===== src/rtl/voice_allocator.sv =====
`default_nettype none
// ============================================================================
//  Module      : voice_allocator
//  Description : Polyphonic voice scheduler. Takes complete MIDI messages and
//                assigns Note On to a voice (retrigger, else lowest free, else
//                steal oldest). Releases voices on Note Off, Note On with
//                velocity 0 and All Notes Off (CC123). Drives per-voice
//                gate/note/velocity/trigger.
//  Revision    : 1.0 - initial release
// ============================================================================
module voice_allocator #(
    parameter int NUM_VOICES = 4,
    parameter int AGE_W      = 4
) (
    input  logic                    i_clk,
    input  logic                    i_rst,
    input  logic                    i_msg_valid,
    output logic                    o_msg_ready,
    input  logic [1:0]              i_msg_len,
    input  logic [7:0]              i_msg0,
    input  logic [7:0]              i_msg1,
    input  logic [7:0]              i_msg2,
    output logic [NUM_VOICES-1:0]   o_gate,
    output logic [7*NUM_VOICES-1:0] o_note,
    output logic [7*NUM_VOICES-1:0] o_vel,
    output logic [NUM_VOICES-1:0]   o_trig
);

    localparam int IDX_W = $clog2(NUM_VOICES);

    localparam logic [1:0] c_st_idle   = 2'd0;
    localparam logic [1:0] c_st_decode = 2'd1;
    localparam logic [1:0] c_st_scan   = 2'd2;
    localparam logic [1:0] c_st_apply  = 2'd3;

    localparam logic [1:0] c_cls_drop = 2'd0;
    localparam logic [1:0] c_cls_on   = 2'd1;
    localparam logic [1:0] c_cls_off  = 2'd2;
    localparam logic [1:0] c_cls_all  = 2'd3;

    localparam logic [IDX_W-1:0] c_last_idx = IDX_W'(NUM_VOICES - 1);
    localparam logic [AGE_W-1:0] c_age_max  = '1;

    logic [1:0]            r_state;
    logic [1:0]            r_len;
    logic [3:0]            r_status;
    logic [7:0]            r_msg1;
    logic [7:0]            r_msg2;

    logic [IDX_W-1:0]      r_idx;
    logic                  r_match_vld;
    logic [IDX_W-1:0]      r_match_idx;
    logic                  r_free_vld;
    logic [IDX_W-1:0]      r_free_idx;
    logic                  r_old_vld;
    logic [IDX_W-1:0]      r_old_idx;
    logic [AGE_W-1:0]      r_old_age;

    logic [NUM_VOICES-1:0] r_gate;
    logic [6:0]            r_note [NUM_VOICES];
    logic [6:0]            r_vel  [NUM_VOICES];
    logic [AGE_W-1:0]      r_age  [NUM_VOICES];
    logic [NUM_VOICES-1:0] r_trig;

    logic [1:0]            w_cls;
    logic [IDX_W-1:0]      w_target;
    logic                  w_scan_gate;
    logic [6:0]            w_scan_note;
    logic [AGE_W-1:0]      w_scan_age;

    assign o_msg_ready = (r_state == c_st_idle);
    assign o_gate      = r_gate;
    assign o_trig      = r_trig;

    assign w_scan_gate = r_gate[r_idx];
    assign w_scan_note = r_note[r_idx];
    assign w_scan_age  = r_age[r_idx];

    // Retrigger beats free voice, free voice beats stealing the oldest.
    assign w_target = r_match_vld ? r_match_idx :
                      r_free_vld  ? r_free_idx  : r_old_idx;

    // Classify the held message; velocity-0 Note On counts as Note Off.
    always_comb begin
        w_cls = c_cls_drop;
        if (r_status == 4'h9 && r_len == 2'd3 && r_msg2 != 8'd0)
            w_cls = c_cls_on;
        else if ((r_status == 4'h8 && r_len == 2'd3) || (r_status == 4'h9 && r_msg2 == 8'd0))
            w_cls = c_cls_off;
        else if (r_status == 4'hB && r_len == 2'd3 && r_msg1 == 8'd123)
            w_cls = c_cls_all;
    end

    // Control FSM and message capture on accept.
    always_ff @(posedge i_clk) begin
        if (i_rst) begin
            r_state  <= c_st_idle;
            r_len    <= '0;
            r_status <= '0;
            r_msg1   <= '0;
            r_msg2   <= '0;
        end else begin
            case (r_state)
                c_st_idle: begin
                    if (i_msg_valid) begin
                        r_len    <= i_msg_len;
                        r_status <= i_msg0[7:4];
                        r_msg1   <= i_msg1;
                        r_msg2   <= i_msg2;
                        r_state  <= c_st_decode;
                    end
                end
                c_st_decode: begin
                    case (w_cls)
                        c_cls_drop: r_state <= c_st_idle;
                        c_cls_all:  r_state <= c_st_apply;
                        default:    r_state <= c_st_scan;
                    endcase
                end
                c_st_scan: begin
                    if (r_idx == c_last_idx)
                        r_state <= c_st_apply;
                end
                default: r_state <= c_st_idle;
            endcase
        end
    end

    // Walk the voices one per cycle, recording match / first free / oldest.
    always_ff @(posedge i_clk) begin
        if (i_rst || r_state == c_st_decode) begin
            r_idx       <= '0;
            r_match_vld <= 1'b0;
            r_match_idx <= '0;
            r_free_vld  <= 1'b0;
            r_free_idx  <= '0;
            r_old_vld   <= 1'b0;
            r_old_idx   <= '0;
            r_old_age   <= '0;
        end else if (r_state == c_st_scan) begin
            r_idx <= r_idx + IDX_W'(1);
            if (w_scan_gate && w_scan_note == r_msg1[6:0] && !r_match_vld) begin
                r_match_vld <= 1'b1;
                r_match_idx <= r_idx;
            end
            if (!w_scan_gate && !r_free_vld) begin
                r_free_vld <= 1'b1;
                r_free_idx <= r_idx;
            end
            // Strict '>' keeps the lowest index on equal ages.
            if (w_scan_gate && (!r_old_vld || w_scan_age > r_old_age)) begin
                r_old_vld <= 1'b1;
                r_old_idx <= r_idx;
                r_old_age <= w_scan_age;
            end
        end
    end

    // Voice state update in APPLY; trigger is a single-cycle pulse.
    always_ff @(posedge i_clk) begin
        if (i_rst) begin
            r_gate <= '0;
            r_trig <= '0;
            for (int v = 0; v < NUM_VOICES; v++) begin
                r_note[v] <= '0;
                r_vel[v]  <= '0;
                r_age[v]  <= '0;
            end
        end else begin
            r_trig <= '0;
            if (r_state == c_st_apply) begin
                for (int v = 0; v < NUM_VOICES; v++) begin
                    case (w_cls)
                        c_cls_on: begin
                            if (IDX_W'(v) == w_target) begin
                                r_gate[v] <= 1'b1;
                                r_note[v] <= r_msg1[6:0];
                                r_vel[v]  <= r_msg2[6:0];
                                r_age[v]  <= '0;
                                r_trig[v] <= 1'b1;
                            end else if (r_gate[v] && r_age[v] != c_age_max) begin
                                r_age[v] <= r_age[v] + AGE_W'(1);
                            end
                        end
                        c_cls_off: begin
                            // Free voices keep age 0 so they never look old.
                            if (r_gate[v] && r_note[v] == r_msg1[6:0]) begin
                                r_gate[v] <= 1'b0;
                                r_age[v]  <= '0;
                            end
                        end
                        c_cls_all: begin
                            r_gate[v] <= 1'b0;
                            r_age[v]  <= '0;
                        end
                        default: ;
                    endcase
                end
            end
        end
    end

    generate
        for (genvar gv = 0; gv < NUM_VOICES; gv++) begin : g_pack
            assign o_note[7*gv +: 7] = r_note[gv];
            assign o_vel[7*gv +: 7]  = r_vel[gv];
        end
    endgenerate

endmodule
`default_nettype wire


===== config.mk =====
export PLATFORM = sky130hd
export DESIGN_NAME = voice_allocator
export DESIGN_NICKNAME = d
export VERILOG_FILES = /design/src/rtl/voice_allocator.sv
export SDC_FILE = /design/constraint.sdc
export NUM_CORES = 1
export LEC_CHECK = 0
export CAP_MARGIN = 20
export CORE_ASPECT_RATIO = 1.4
export CORE_UTILIZATION = 54
export CTS_CLUSTER_DIAMETER = 120
export DETAILED_ROUTE_END_ITERATION = 12
export PLACE_DENSITY = 0.91
export REMOVE_ABC_BUFFERS = 1
export SLEW_MARGIN = 20
export SYNTH_ARGS = -nofsm -noshare
export SYNTH_HDL_FRONTEND = slang
export SYNTH_SLANG_ARGS = --single-unit

===== constraint.sdc =====
create_clock -name i_clk -period 3.7 [get_ports i_clk]
set_clock_uncertainty 0.1 [all_clocks]
set_input_delay 0.74 -clock i_clk [delete_from_list [all_inputs] [get_ports i_clk]]
set_output_delay 0.74 -clock i_clk [all_outputs]
set_load 0.01 [all_outputs]

; ---- Word level (Yosys, flattened, before mapping)
; Memories as Yosys holds them, arrays and structs flattened. A register that Yosys moved wholly into a read port is not among the register bits.
; Index checks and enable logic that the tools add are counted.
[totals]
regBits = 47
mem_bits_rw = 72
input_bits = 29
output_inout_bits = 65
wordCells = 249
memories = 3
[mem_list]
columns = name, words, width, read_ports, rd_ports_with_merged_regs, wr, line
row1 = r_note, 4, 7, 5, 1, 4, 60  ; logic [6:0] r_note [NUM_VOICES];
row2 = r_vel, 4, 7, 4, 0, 4, 61  ; logic [6:0] r_vel [NUM_VOICES];
row3 = r_age, 4, 4, 5, 1, 4, 62  ; logic [AGE_W-1:0] r_age [NUM_VOICES];
[classes]
n_addsub = 5
magnitude_cmp = 2
n_eq_ne = 34
n_mux = 121
bitwise = 25
n_reduce_logical = 41
[op_table]
columns = operator, n
row1 = two-way mux 1 bit, 79
row2 = two-way mux 4 bit, 16
row3 = two-way mux 7 bit, 8
row4 = == test 7 bit, 5
row5 = bitwise OR 1 bit, 24
row6 = two-way mux 2 bit, 11
row7 = "inequality test 2 bit, second input constant", 10
row8 = logical AND 1 bit, 18
row9 = "adder 4 x 1 -> 4 bit, second input constant", 4
row10 = "inequality test 4 bit, second input constant", 4
row11 = AND reduction 4 bit, 4
row12 = "== test 2 bit, second input constant", 6
row13 = "== test 4 bit, second input constant", 3
row14 = case mux 1 bit (3 select lines), 4
row15 = AND reduction 2 bit, 5
row16 = "== test 8 x 7 -> 1 bit, second input constant", 1
row17 = logical NOT 8 bit, 1
row18 = nonzero test 8 bit, 1
row19 = logical NOT 2 bit, 3
row20 = case mux 2 bit (3 select lines), 1
row21 = "== test 2 x 1 -> 1 bit, second input constant", 2
row22 = "== test 2 bit, first input constant", 2
row23 = greater-than comparator 4 bit, 1
row24 = logical NOT 1 bit, 4
row25 = other kinds (9), 11

; ---- Longest topological paths before layout
[depth]
ltp_word = 15
depth_mapped = 10
mapped_depth_nobuf = 9

; ---- Worst setup path before layout
; Ideal clock, no wire load.
[synth_path]
kind = register to register
startpoint = register (tool-made name)
endpoint = register r_old_age[0]
setup_time_ns = 0.128
arrival_time_ns = 2.662
t_required_ns = 3.472
setup_slack_ns = 0.810
stages_incl_launch_ff = 10
path_buffers = 1
synth_period_minus_slack_ns = 2.890
path_cell_list = dfxtp_1 -> clkbuf_1 -> mux4_2 -> ha_1 -> nor2b_1 -> o21a_1 -> o21ai_0 -> a221oi_2 -> mux2i_1 -> nor2_1
[synth_lines]
columns = element, line
row1 = to (signal assigned), 154  ; r_old_age <= w_scan_age;
row2 = to (decl), 57  ; logic [AGE_W-1:0] r_old_age;

==> results.md <==
- Worst-path clk slew: 0.06 ns
- PortBufs: 89
- Row cnt: 44
- GP Congestion: 0.931
- Post-synth EDFFs: 72
- Die Footprint: 0.0110 mm2
- PostCTS Resize Cnt: 0
- Top post-synthesis cells by area: edfxtp_1, dfxtp_1, and3_1
- Fmax achieved: 340 MHz
- CP max FO: 15
- PwrDens: 457 mW/mm2
- Switching power total: 827 uW
- Pin count of the biggest net entering global routing: 45
- First-pass GRT wire length: 23.7 mm
- First-pass iteration count of the detailed router: 7
- Async SR Flop Fraction: 0%
- Crit path depth: 6
- Mapped Cells: 515
- Slowest CP cell: o21ai_0
- Sequential share of the synthesized area: 55.0%
- Max-slew violations: 0
- Synth top area share: 37.8%
- Critical path required time: 3.66 ns
- Num ports: 94
- Worst hold margin: 0.349 ns
- Layout cells sized above 1: 11.5%
- Yosys warns: 0
- Crit-path most repeated cell: nand2_1
- Antenna violations before repair: 0
- Slew margin rel.: 45.0%
- Number of antenna repair diodes: 0
- Logic pwr share: 6.5%
- Initial core utilization: 55.2%
- #FFs+latches synth: 121
- Final Hold Fails: 0
- Startpoint Class: flop
- Worst ir drop on vdd: 0.467 mV
- Worst Hold Launch: r_status[2]$_SDFFE_PP0P_
- RSZ-0062 raised after global routing: false
- Status: finished clean
- Via count: 4536
- Avg Vias per Cell: 6.01
- Latest clock arrival within the worst-skew pair: 0.43 ns
- Lkg Pwr: 2.86 nW
- Number of buffers created by CTS: 17
- WS Path Type: reg -> reg
- H-tree depth: 4
- GRT overflow: 0
- WL/cell: 20.2 um
- Crit path DAT: 2.90 ns
- Yosys top cell by area: edfxtp_1
- CTS tree: done
- WL final: 15.3 mm
- Worst setup endpoint: r_vel[2][2]$_SDFFCE_PN0P_
- Clock share of power: 48.1%
- Core region area: 0.0103 mm2
- # Post-CTS Setup Buffers: 0
- Worst r2r src: r_free_vld$_SDFFE_PP0P_
- Post-DP HPWL: 10.4 mm
- Worst setup startpoint: r_free_vld$_SDFFE_PP0P_
- Die height: 124 um
- Max Cap Violations: 0
- R2R setup slack: 0.76 ns
- Main flop type after synthesis: edfxtp_1
- Sw frac: 24.7%
- Syn-to-layout area delta: 28.1%
- Type of the tightest min-delay check: reg -> reg
- Overall routing resource usage: 29.8%
- Drc violations: 0
- DR iter-0 viols: 475
- Reg power frac: 45.4%
- Int Pwr: 2.52 mW
- Critical R2R Capture: r_vel[2][2]$_SDFFCE_PN0P_
- Sink Count: 121
- Least-Margin Pin Slew: 0.822 ns
- Setup TNS: 0 ns
- Clock root buffer: clkbuf_16
- Die width: 89.0 um
- CP Buf/Inv Count: 1
- Final setup viols: 0
- Fin crit share: 79.5%
- Antenna Nets Post-Route: 0
- Commonest cells after routing, fill and taps aside: clkdlybuf4s50_1, edfxtp_1, nand2_1
- Post-synth cell types: 45
- Net count, final: 642
- Crit path max-delay family: simple AND/OR/NAND/NOR gates
- Netlist Area Pre-Place: 0.00572 mm2
- Clock Path Buffers: 2
- Worst reg2reg path depth: 6
- Number of global-route vias before repair: 4542
- Hold-fix buffers, CTS: 0
- Critical path's largest stage delay: 0.58 ns
- Commonest non-fill, non-tap cell in the layout: clkdlybuf4s50_1
- CP Cell Sequence: mux2i_1, o21ai_0, nand2_1, inv_1, nand2_1, nand2_1
- Period minus WS final: 2.94 ns
- Average cell area after synthesis: 11.1 um2
- Worst setup EP type: flop
logic make-up after synthesis:
group | after synthesis | share of synthesized area (%)
muxes | 25 | 7.00
adders and majority gates | 9 | 1.97
buffers and inverters | 42 | 2.87
AOI/OAI and AO/OA | 50 | 5.45
DFF | 121 | 55.0
and+or+nand+nor | 224 | 21.0
xor gates and xnor gates | 44 | 6.74
layout make-up:
cell class / instances / area [um2]
flip-flops and latches: 121 / 3140
fillers: 718 / 3030
multi-input cells: 352 / 2410
repair buffers: 100 / 973
clock buffers: 17 / 425
well taps: 138 / 173
clock inverters: 15 / 154
inverters: 12 / 45.0
registers in the layout (all words and copies together) (netlist names), 2 cells and up, named ones only:
name         flops
r_idx            2
r_old_age        4
r_old_idx        2
r_age           16
r_state          2
r_msg1           8
r_len            2
r_match_idx      2
r_note          28
r_status         4
o_trig           4
r_vel           28
r_free_idx       2
r_msg2           8
o_gate           4
power by group through the flow:
stage	registers (mW)	clock network, mW	logic [mW]
2_1_floorplan	1.54	0	0.0959
6_report	1.52	1.61	0.218
4_1_cts	1.52	1.62	0.218
3_5_place_dp	1.55	0	0.213
5_1_grt	1.53	1.67	0.235
3_3_place_gp	1.54	0	0.207
worst min-delay path: stages (launching register included):
cell	delay, ns
dfxtp_1	0.30
nand2_1	0.05
a21oi_1	0.05
worst min-delay path by stage:
stage / slack [ns] / depth (start not counted) / to
finish: 0.35 / 2 / r_status[2]$_SDFFE_PP0P_
detailed placement: 0.34 / 2 / r_msg2[7]$_SDFFE_PP0P_
global route: 0.36 / 2 / r_status[2]$_SDFFE_PP0P_
CTS: 0.35 / 2 / r_msg2[7]$_SDFFE_PP0P_
floorplan: 0.33 / 2 / r_status[2]$_SDFFE_PP0P_
global placement: 0.34 / 2 / r_status[2]$_SDFFE_PP0P_
cells in the mapped netlist (2+ instances only):
master and n:
edfxtp_1 72, nand2_1 63, and3_1 56, nor2_1 50, dfxtp_1 49, xnor2_1 31, a21oi_1 27, clkbuf_1 27
mux2i_1 13, xor2_1 13, mux4_2 12, nand3_1 12, inv_1 11, nand4_1 10, ha_1 9, nand2b_1 5
nor3_1 4, o21a_1 4, a31o_2 3, nor2b_1 3, nor3_4 3, o211ai_1 3, o21ai_0 3, o22ai_1 3
a31oi_1 2, buf_2 2, nand4_2 2, nand4b_2 2, nor4_1 2, or3_1 2, or3_4 2, or4_1 2
metal layers:
layer / GRT usage, % / wire [um] / up-vias
met2: 49.3 / 7950 / 265
li1: - / - / 2036
met5: 0 / 0 / -
met3: 7.82 / 1200 / 74
met4: 18.8 / 782 / 0
met1: 34.2 / 5350 / 2161
per-stage QoR:
step	setup slack (ns)	instance area, um2	std cells	total power, mW	utilization, %
final	0.760	7320	755	3.35	70.8
after global routing	0.627	7320	755	3.43	70.8
after CTS	0.750	7320	755	3.35	70.8
after detailed placement	0.769	6740	723	1.76	65.2
after global placement	0.911	6740	723	1.75	65.2
after floorplan	0.776	5600	485	1.64	-
(Power assumes the default switching activity.)
==> patch (same flow settings) <==
`NUM_VOICES`: 4 -> 8.
--- a/src/rtl/voice_allocator.sv
+++ b/src/rtl/voice_allocator.sv
@@ -11,3 +11,3 @@
 module voice_allocator #(
-    parameter int NUM_VOICES = 4,
+    parameter int NUM_VOICES = 8,
     parameter int AGE_W      = 4
Interface: changed (resized o_gate, o_note, o_trig and o_vel); port bits go from 94 to 158. The function was not compared with the original's and may differ.
==> patch against the original RTL <==
- sequential power increased by 72%
- wire length increased by 81%
- first-iteration DRC count increased by 32%
- setup slack got worse by 240 ps
- synthesized cell count increased by 65%
- power increased by 49%
- synthesized area increased by 67%
- design area increased by 63%
- critical path depth increased by 4
- sequential cell count increased by 85
- largest power group is now sequential cells
==> patch: results (changes against the original RTL) <==
status=completed (unchanged); final cell count without fillers=1257 (was 755); max incr delay on CP=610 ps (was 580 ps); synth cell count leaders=nor2_1 (171), edfxtp_1 (144), nand2_1 (73) (was edfxtp_1 (72), nand2_1 (63), and3_1 (56)); final setup fails=0 (unchanged); met3 usage=7.08% (was 7.82%); Slowest-stage cell, CP=dfxtp_1 (was o21ai_0); static leakage=0.00410 uW (was 0.00286 uW); TritonCTS Buffers=20 (was 17); top layer in use=met5 (was met4); worst slew pin tran=1100 ps (was 822 ps); critical path arrival=3460 ps (was 2900 ps); clock transition at the registers of the reported paths=60 ps (about the same); most frequent cell after synthesis=nor2_1 (was edfxtp_1); Met2 Routed Length=14200 um (was 7950 um); initial antenna violation count=1 (was 0); fraction of registers with async set/reset=0% (unchanged); DR WL/cell=22.1 um (was 20.2 um); library cells used by synthesis=47 (was 45); number of flops mapped to enable cells by yosys=144 (was 72); Post-DP HPWL=19600 um (was 10400 um); CTS resizes=0 (unchanged); top cells by area, synth=edfxtp_1 (45%), dfxtp_1 (13%), nor2_1 (6.7%) (was edfxtp_1 (38%), dfxtp_1 (17%), and3_1 (6.1%)); H-tree levels=1 (was 4); Root Buffer=clkbuf_16 (unchanged); Placed Area=11300 um^2 (was 6740 um^2); post-synthesis cell count=852 (was 515); dpl ws=522 ps (was 769 ps); Peak supply drop=0.452 mV (was 0.467 mV); n_diodes=0 (unchanged); Clock Latency Late Sink=500 ps (was 430 ps); Top Registers=r_note (56), r_vel (56), r_age (32) (was r_note (28), r_vel (28), r_age (16)); met3 WL=2610 um (was 1200 um); largest net degree at the start of global routing=47 (was 45); CP delay by family, top=multiplexers (was simple AND/OR/NAND/NOR gates); DRT iter0 DRCs=627 (was 475); Remaining DRCs=0 (unchanged); CP max FO=9 (was 15); first-pass GRT wire length=42300 um (was 23700 um); drt pass-1 iters=5 (was 7); port buffer count=153 (was 89); layout cells sized above 1=8.03% (was 11.5%); WL met1=9080 um (was 5350 um); met2 Use GR=54.4% (was 49.3%); RePlAce Congestion=0.956 (was 0.931); Most used DFF post-synth=edfxtp_1 (unchanged); Max Buffers Root-to-Sink=3 (was 2); fin nets=1051 (was 642); met1 Usage GRT=32.6% (was 34.2%); Inst Count DP=1222 (was 723); NetSw=1180 uW (was 827 uW); sequential share of the synthesized area=58.4% (was 55.0%); Via Count=7514 (was 4536); number of global-route vias before repair=7843 (was 4542); All-Layer GR Usage=30.8% (was 29.8%)
==> patch: changes by cell type in the layout (fill, tap and decap cells not counted), sizes merged, moves of 12 or more <==
cell,delta
nand3,+17
mux2,+12
edfxtp,+72
nand2b,+19
mux2i,+19
a21oi,+12
clkdlybuf4s50,+63
and3,-55
xnor2,+37
nand4,+12
dfxtp,+13
nor2,+121
==> patch: power groups by stage <==
| stage | sequential, uW | clock, uW | combinational, uW |
|---|---|---|---|
| floorplan | 2670 | 0 | 166 |
| global placement | 2660 | 0 | 392 |
| detailed placement | 2660 | 0 | 403 |
| CTS | 2610 | 1960 | 409 |
| global route | 2620 | 2050 | 435 |
| finish | 2610 | 1950 | 412 |
==> patch: area by class of cell <==
cell class	count	area, um^2
flip-flops and latches	206	5570
inverters	26	97.6
clock inverters	8	60.1
fillers	1137	5370
well taps	236	295
multi-input cells	581	3700
clock buffers	27	558
repair buffers	173	1680
==> patch: cell families after synthesis <==
logic type | Yosys count | share of synthesized area (%)
buffers and inverters | 65 | 2.69
muxes | 59 | 8.33
AOI/OAI and AO/OA | 77 | 4.73
DFF | 206 | 58.4
adders and majority gates | 14 | 1.84
and+or+nand+nor | 351 | 16.6
xor gates and xnor gates | 80 | 7.36
==> patch: final timing paths <==
check / start / cells past startpoint / slack (ps) / to
worst max register to register: flop / 10 / 520 / r_old_age[2]$_SDFFE_PP0P_
worst max-delay path: flop / 10 / 520 / r_old_age[2]$_SDFFE_PP0P_
worst min register to register: r_old_vld$_SDFFE_PP0P_ / 2 / 360 / r_old_vld$_SDFFE_PP0P_
worst min-delay path: r_old_vld$_SDFFE_PP0P_ / 2 / 360 / r_old_vld$_SDFFE_PP0P_
==> patch: worst min-delay path, delay by kind of cell (launching register included) <==
family,cells,cell delay (ps)
compound gates,1,50
flops,1,320
buf+inv,1,50
